## src/rtl/gba_irq_scheduler.sv

```systemverilog
// gba_irq_scheduler: delays and prioritises interrupts toward the ARM7 core,
// holds the IRQ line until acknowledged, and sequences HALT/STOP/wake.
//
// Handshake: cpu_irq is a level that stays high until the CPU pulses
// cpu_irq_ack for one cycle or the pending vector disappears; halt_req,
// stop_req and cpu_irq_ack are single-cycle pulses sampled on the rising
// edge and only honoured in the states that accept them.
module gba_irq_scheduler #(
  parameter int unsigned IRQ_DELAY  = 3,
  parameter int unsigned WAKE_DELAY = 2
) (
  input  logic        clk,
  input  logic        reset,
  input  logic [15:0] irq_pending,
  input  logic        ime,
  input  logic        cpu_irq_ack,
  input  logic        halt_req,
  input  logic        stop_req,
  input  logic        halt_cycles_clr,
  output logic        cpu_irq,
  output logic [3:0]  irq_source,
  output logic        halt,
  output logic        stop,
  output logic [31:0] halt_cycles,
  output logic [2:0]  state_dbg
);

  typedef enum logic [2:0] {
    S_RUN    = 3'd0,
    S_DELAY  = 3'd1,
    S_ASSERT = 3'd2,
    S_HALT   = 3'd3,
    S_STOP   = 3'd4,
    S_WAKE   = 3'd5
  } state_t;

  // Counter preload values; unused when the matching delay is zero.
  localparam logic [3:0] IRQ_LOAD  = 4'(IRQ_DELAY - 1);
  localparam logic [3:0] WAKE_LOAD = 4'(WAKE_DELAY - 1);

  // Only Keypad (12), GamePak (13) and Serial (7) can end STOP.
  localparam logic [15:0] STOP_WAKE_MASK = 16'h3080;

  state_t     state, state_nxt;
  logic [3:0] cnt, cnt_nxt;
  logic       pend;
  logic       wake_halt;
  logic       wake_stop;

  // Lowest set bit wins: lower source numbers have higher priority.
  function automatic logic [3:0] lowest_bit(input logic [15:0] v);
    lowest_bit = 4'd0;
    for (int i = 15; i >= 0; i--) begin
      if (v[i]) lowest_bit = 4'(i);
    end
  endfunction

  assign pend      = (|irq_pending) & ime;
  assign wake_halt = |irq_pending;
  assign wake_stop = |(irq_pending & STOP_WAKE_MASK);

  // State and shared delay counter registers.
  always_ff @(posedge clk or posedge reset) begin
    if (reset) begin
      state <= S_RUN;
      cnt   <= 4'd0;
    end else begin
      state <= state_nxt;
      cnt   <= cnt_nxt;
    end
  end

  // Next-state logic; a STOP request always beats a simultaneous HALT.
  always_comb begin
    state_nxt = state;
    cnt_nxt   = cnt;
    case (state)
      S_RUN, S_DELAY, S_ASSERT: begin
        if (stop_req) begin
          state_nxt = S_STOP;
        end else if (halt_req) begin
          state_nxt = S_HALT;
        end else if (state == S_RUN) begin
          if (pend) begin
            if (IRQ_DELAY == 0) begin
              state_nxt = S_ASSERT;
            end else begin
              state_nxt = S_DELAY;
              cnt_nxt   = IRQ_LOAD;
            end
          end
        end else if (state == S_DELAY) begin
          if (!pend)              state_nxt = S_RUN;
          else if (cnt == 4'd0)   state_nxt = S_ASSERT;
          else                    cnt_nxt   = cnt - 4'd1;
        end else begin
          if (cpu_irq_ack || !pend) state_nxt = S_RUN;
        end
      end
      S_HALT, S_STOP: begin
        if ((state == S_HALT) ? wake_halt : wake_stop) begin
          if (WAKE_DELAY == 0) begin
            state_nxt = S_RUN;
          end else begin
            state_nxt = S_WAKE;
            cnt_nxt   = WAKE_LOAD;
          end
        end
      end
      S_WAKE: begin
        if (cnt == 4'd0) state_nxt = S_RUN;
        else             cnt_nxt   = cnt - 4'd1;
      end
      default: begin
        state_nxt = S_RUN;
        cnt_nxt   = 4'd0;
      end
    endcase
  end

  // Latch the winning source only on the transition into ASSERT.
  always_ff @(posedge clk or posedge reset) begin
    if (reset) begin
      irq_source <= 4'd0;
    end else if (state_nxt == S_ASSERT && state != S_ASSERT) begin
      irq_source <= lowest_bit(irq_pending);
    end
  end

  // Saturating halted-cycle counter; clear beats increment.
  always_ff @(posedge clk or posedge reset) begin
    if (reset) begin
      halt_cycles <= 32'd0;
    end else if (halt_cycles_clr) begin
      halt_cycles <= 32'd0;
    end else if (halt && !(&halt_cycles)) begin
      halt_cycles <= halt_cycles + 32'd1;
    end
  end

  // Outputs decode directly from the registered state.
  always_comb begin
    cpu_irq   = (state == S_ASSERT);
    halt      = (state == S_HALT) || (state == S_STOP) || (state == S_WAKE);
    stop      = (state == S_STOP);
    state_dbg = state;
  end

endmodule

```

## config.mk

```make
export PLATFORM = sky130hd
export DESIGN_NAME = gba_irq_scheduler
export DESIGN_NICKNAME = d
export VERILOG_FILES = /design/src/rtl/gba_irq_scheduler.sv
export SDC_FILE = /design/constraint.sdc
export NUM_CORES = 1
export LEC_CHECK = 0
export ABC_CLOCK_PERIOD_IN_PS = 4500
export BUFFER_PORTS_ARGS = -buffer_cell sky130_fd_sc_hd__buf_2
export CAP_MARGIN = 40
export CORE_ASPECT_RATIO = 0.6
export CORE_MARGIN = 3
export CORE_UTILIZATION = 50
export CTS_CLUSTER_DIAMETER = 120
export DETAILED_ROUTE_END_ITERATION = 7
export PLACE_DENSITY = 0.77
export SLEW_MARGIN = 10
export SYNTH_ARGS = -nofsm -noshare
export SYNTH_HDL_FRONTEND = slang
export SYNTH_SLANG_ARGS = --single-unit
export TNS_END_PERCENT = 1
```

## constraint.sdc

```tcl
create_clock -name clk -period 4.5 [get_ports clk]
set_input_delay 1.125 -clock clk [delete_from_list [all_inputs] [get_ports clk]]
set_output_delay 1.125 -clock clk [all_outputs]
set_load 0.02 [all_outputs]
```

# Word level (Yosys, flattened, before mapping)

Cells that the tools add are included.

Register bits: 43

Add/subtract/negate cells: 2
Reductions and logical operators: 16
Equality and inequality tests: 13
Bitwise gates (word level): 1
Mux-type cells: 39

Operators by type and width:

| kind                  | count |
|---|---|
| $mux 4                | 24 |
| $mux 32               | 2 |
| $add 32x1->32 const B | 1 |
| $reduce_and 32->1     | 1 |
| $mux 3                | 10 |
| $reduce_or 16->1      | 1 |
| $pmux 4 s3            | 1 |
| $eq 3x2->1 const B    | 3 |
| $ne 3x3->1 const B    | 3 |
| $pmux 3 s3            | 1 |
| $eq 3x3->1 const B    | 2 |
| $ne 2x2->1 const B    | 3 |
| $reduce_and 6->1      | 1 |
| $reduce_or 3->1       | 2 |
| $logic_not 4->1       | 1 |
| $sub 4x1->4 const B   | 1 |
| $eq 3x1->1 const B    | 1 |
| $logic_not 3->1       | 1 |
| $logic_or 1x1->1      | 3 |
| $ne 3x2->1 const B    | 1 |
| $logic_and 1x1->1     | 2 |
| $logic_not 1->1       | 2 |
| $reduce_bool 2->1     | 1 |
| $reduce_or 2->1       | 1 |
| 2 further kinds       | 2 |

# Longest topological paths before layout

Word-level depth: 16
Depth in mapped cells: 8
Depth with buffers taken out: 8

# Worst setup path after synthesis

No wires, ideal clock.

Path type: input -> register
Start: in irq_pending[4]
End: reg irq_source[0]
Slack: 1,881 ps
Buffers on the path: 0
Arrival time: 2,494 ps
Stages on the path: 6
Cell sequence: nor4_4 -> nand4_4 -> nand3_2 -> o221ai_2 -> a211o_4 -> mux2_4

Word-level cells in the longest chain between the ends: 12
Elaborated cells on any way between the ends: 21

Ends and longest elaborated chain:

| what                  | line   | RTL |
|---|---|---|
| from (decl)           | 14     | `input logic [15:0] irq_pending,` |
| $reduce_or 16->1 (*)  | 58, 59 |  |
| $and 1x1->1           | 58     | `assign pend = (\|irq_pending) & ime;` |
| $logic_not 1->1       | 97     | `if (cpu_irq_ack \|\| !pend) state_nxt = S_RUN;` |
| $logic_or 1x1->1      | 97     |  |
| $mux 3                | 97     |  |
| $mux 3                | 92     | `end else if (state == S_DELAY) begin` |
| $mux 3                | 83     | `end else if (state == S_RUN) begin` |
| $mux 3                | 81     | `end else if (halt_req) begin` |
| $mux 3                | 79     | `if (stop_req) begin` |
| $pmux 3 s3 (*)        | 77     | `case (state)` |
| via state_nxt[0]      | 44     | `state_t state, state_nxt;` |
| $eq 3x2->1 (*)        | 125    | `end else if (state_nxt == S_ASSERT && state != S_ASSERT) begin` |
| $logic_and 1x1->1 (*) | 125    |  |
| to (signal assigned)  | 126    | `irq_source <= lowest_bit(irq_pending);` |
| to (decl)             | 21     | `output logic [3:0] irq_source,` |

Mark *: on every way through the listed nets, which the timed path passes. The rest lies on a longest branch.
A chain may end at the register's enable or synchronous reset.

# Worst setup path after layout

Start: reg state[2] (netlist: state_dbg[2])
End: out halt

Word-level cells in the longest chain between the ends: 3
Elaborated cells on any way between the ends: 5

Ends and longest elaborated chain:

| what                                     | line | RTL |
|---|---|---|
| from (decl)                              | 44   |  |
| from (signal assigned)                   | 68   | `state <= state_nxt;` |
| $eq 3x2->1 or $eq 3x3->1 (tied branches) | 144  | `halt = (state == S_HALT) \|\| (state == S_STOP) \|\| (state == S_WAKE);` |
| $logic_or 1x1->1                         | 144  |  |
| $logic_or 1x1->1 (*)                     | 144  |  |
| to (decl)                                | 22   | `output logic halt,` |

Every way passes the cells marked *; elsewhere a longest branch is shown, timed or not.

==> impl_metrics.py <==
metrics = {
    "final_layout": {
        "seq_area_sq_um": 1080,
        "nFillCells": 443,
        "nets": 370,
        "final_common_cell": "buf_2",
        "multi_input_area_sq_um": 1480,
        "drive_gt1_share_pct": 27.8,
        "diodes": 0,
        "final_cell_mix": "buf_2, nor2_1, dfrtp_1",
        "fin_util_pct": 64.6,
        "area_delta_synth_final_pct": 18.3,
    },
    "cts": {
        "clk_pin_slew_ps": 80,
        "cts_hold_buffers": 0,
        "cts_tree": "yes",
        "cts_buffers": 5,
        "cts.root.buffer_cell": "clkbuf_8",
        "cts.path.max_buffers": 2,
        "cts_max_level": 2,
        "worstSkewPairLatency_ps": 290,
        "ctsResizeCount": 0,
        "cts_setup_buffers": 0,
        "clock_sinks": 43,
    },
    "run": {
        "maxCapViolCount": 0,
    },
    "logic_synthesis": {
        "synth_cells": 279,
        "syn_nets": 304,
        "seq_area_frac_synth_pct": 40.9,
        "ys_types": 56,
        "async_reset_ff_share_pct": 100,
        "synth.cell_area_sq_um": 2630,
        "synth-main-ff-cell": "dfrtp_1",
        "yosys_warnings": 0,
        "synth_edf_count": 0,
        "avgSynthCellArea_sq_um": 9.44,
        "synth_seq_cells": 43,
    },
    "global_route": {
        "grt-ovfl-total": 0,
        "grt_first_pass_wirelength_mm": 10.4,
        "grt_max_degree": 44,
        "first_global_vias": 2104,
        "antenna_found_initial": 0,
        "track_usage_pct": 20.6,
    },
    "pwr": {
        "pwr-share-seq_pct": 42.1,
        "p_leak_nw": 1.45,
        "p_clk_share_pct": 24.3,
        "powerDensity_nw_per_um2": 383,
        "irDropWorstVdd_mv": 0.259,
        "switchingPower_uw": 432,
        "finalPower_mw": 1.19,
        "swShare_pct": 36.2,
        "power.share.combinational_pct": 33.6,
        "power.internal_uw": 763,
    },
    "worst_setup_path": {
        "end_kind": "output port",
        "r2r_setup_slack_ps": 2190,
        "cp_max_fo": 17,
        "r2r_cells": 7,
        "crit_type": "flip-flop to output port",
        "r2r-end": "halt_cycles[7]",
        "cp_data_arrival_time_ps": 1700,
        "required_ps": 3380,
        "r2r_start": "halt_cycles[0]",
        "crit_path_start_kind": "flip-flop",
    },
    "timing": {
        "timing.final.setup_violations": 0,
        "fin_ws_ps": 1670,
        "min_period_ps": 2830,
        "tns_ps": 0,
        "final_hold_viol_count": 0,
        "rsz0062_at_grt": "no",
        "finClkSkew_ps": 6.67,
        "slew_headroom_pct": 55.3,
        "clock.fmax_mhz": 354,
        "worstMarginPinSlew_ps": 666,
        "finalCritPeriodShare_pct": 62.8,
        "drv_slew": 0,
    },
    "floorplanning": {
        "die_height_um": 62.2,
        "dieArea_sq_um": 6200,
        "start_util_pct": 54.6,
        "core_area_sq_um": 4830,
        "die_w_um": 99.7,
        "io_pins": 65,
        "rows": 19,
    },
    "min_path": {
        "hp-start": "irq_source[1]",
        "hp-class": "flip-flop to flip-flop",
        "min_to": "irq_source[1]",
        "hold_path_depth": 1,
    },
    "placement": {
        "gp_congestion": 0.914,
        "dpl.hpwl_mm": 4.75,
        "dp_slack_ps": 1570,
        "io_buffers": 64,
    },
    "status": {
        "status": "finished clean",
    },
    "routing": {
        "vias": 2288,
        "wl_per_cell_um": 15.3,
        "dr.first_iter.drc_count": 161,
        "via_per_inst": 5.61,
        "first_pass_iters": 4,
        "wirelength_mm": 6.24,
        "ant_nets": 0,
        "drc_errors": 0,
    },
}
## kinds of logic after synthesis
family	Yosys count	share of synthesized area, %
flip-flops	43	40.9
adder cells (fa/ha/maj)	2	0.950
buffers and inverters	20	2.99
AO/OA/AOI/OAI	53	14.7
multiplexers	6	3.04
AND/OR/NAND/NOR	131	29.5
XOR/XNOR	24	7.98
## worst max-delay path by stage
stage	startpoint	end	slack, ps	depth (start not counted)
after CTS	state_dbg[2]	halt	1680	4
after detailed placement	irq_pending[12]	irq_source[2]	1570	7
after floorplan	irq_pending[4]	irq_source[0]	1880	6
final	state_dbg[2]	halt	1670	4
after global routing	state_dbg[2]	halt	1550	4
after global placement	irq_pending[12]	irq_source[0]	1660	7
## registers in the layout, summed over array words and instances (netlist names)
signal       cells
irq_source       4
state_dbg        3
halt_cycles     32
cnt              4
## synthesized netlist by cell type, types with 3 or more instances
cell      number  area share (%)
a21oi_1       20             3.8
a31oi_1        3            0.71
and3_1         3            0.71
clkbuf_1       5            0.71
dfrtp_1       43              41
inv_1         14             2.0
mux2_4         4             2.3
nand2_1       17             2.4
nand3_1        7             1.3
nand4_1       11             2.6
nor2_1        47             6.7
nor3_1         9             1.7
nor3b_1        3            0.86
nor4_4         5             4.0
o21ai_0       10             1.9
or3_1          7             1.7
xnor2_1        9             3.0
xor2_1        15             5.0
## cell type report
cell class | count | area share [%]
Multi-Input combinational cell | 216 | 47.5
Sequential cell | 43 | 34.5
Timing Repair Buffer | 65 | 10.5
Tap cell | 63 | 2.53
Clock buffer | 6 | 2.33
Inverter | 14 | 1.69
Clock inverter | 1 | 0.963
## power groups by stage
stage | clock network [mW] | logic (mW) | registers [mW]
2_1_floorplan | 0 | 0.282 | 0.512
3_3_place_gp | 0 | 0.390 | 0.507
3_5_place_dp | 0 | 0.403 | 0.509
4_1_cts | 0.295 | 0.404 | 0.502
5_1_grt | 0.308 | 0.443 | 0.514
6_report | 0.291 | 0.402 | 0.502
## worst max-delay path, stage by stage, from the launching register on
cell	delay [ps]
dfrtp_1	660
and3b_1	290
nor2_1	210
inv_1	90
buf_2	170
## through the flow
| step | cells | hold WS (ps) | cell area, sq um |
|---|---|---|---|
| CTS | 408 | 513 | 3120 |
| global placement | 401 | 492 | 3010 |
| detailed placement | 401 | 489 | 3010 |
| global route | 408 | 528 | 3120 |
| finish | 408 | 509 | 3120 |
| floorplan | 279 | 506 | 2630 |
## per-layer routing
metal  GRT usage, %  vias up  part of all wire (%)
met1           31.0     1084                    49
met3           5.37        4                   6.6
met4           5.11        0                  0.37
met2           29.4       68                    44
li1               -     1132                     -
met5              0        -                     0
Power figures use the tool's default switching activity.
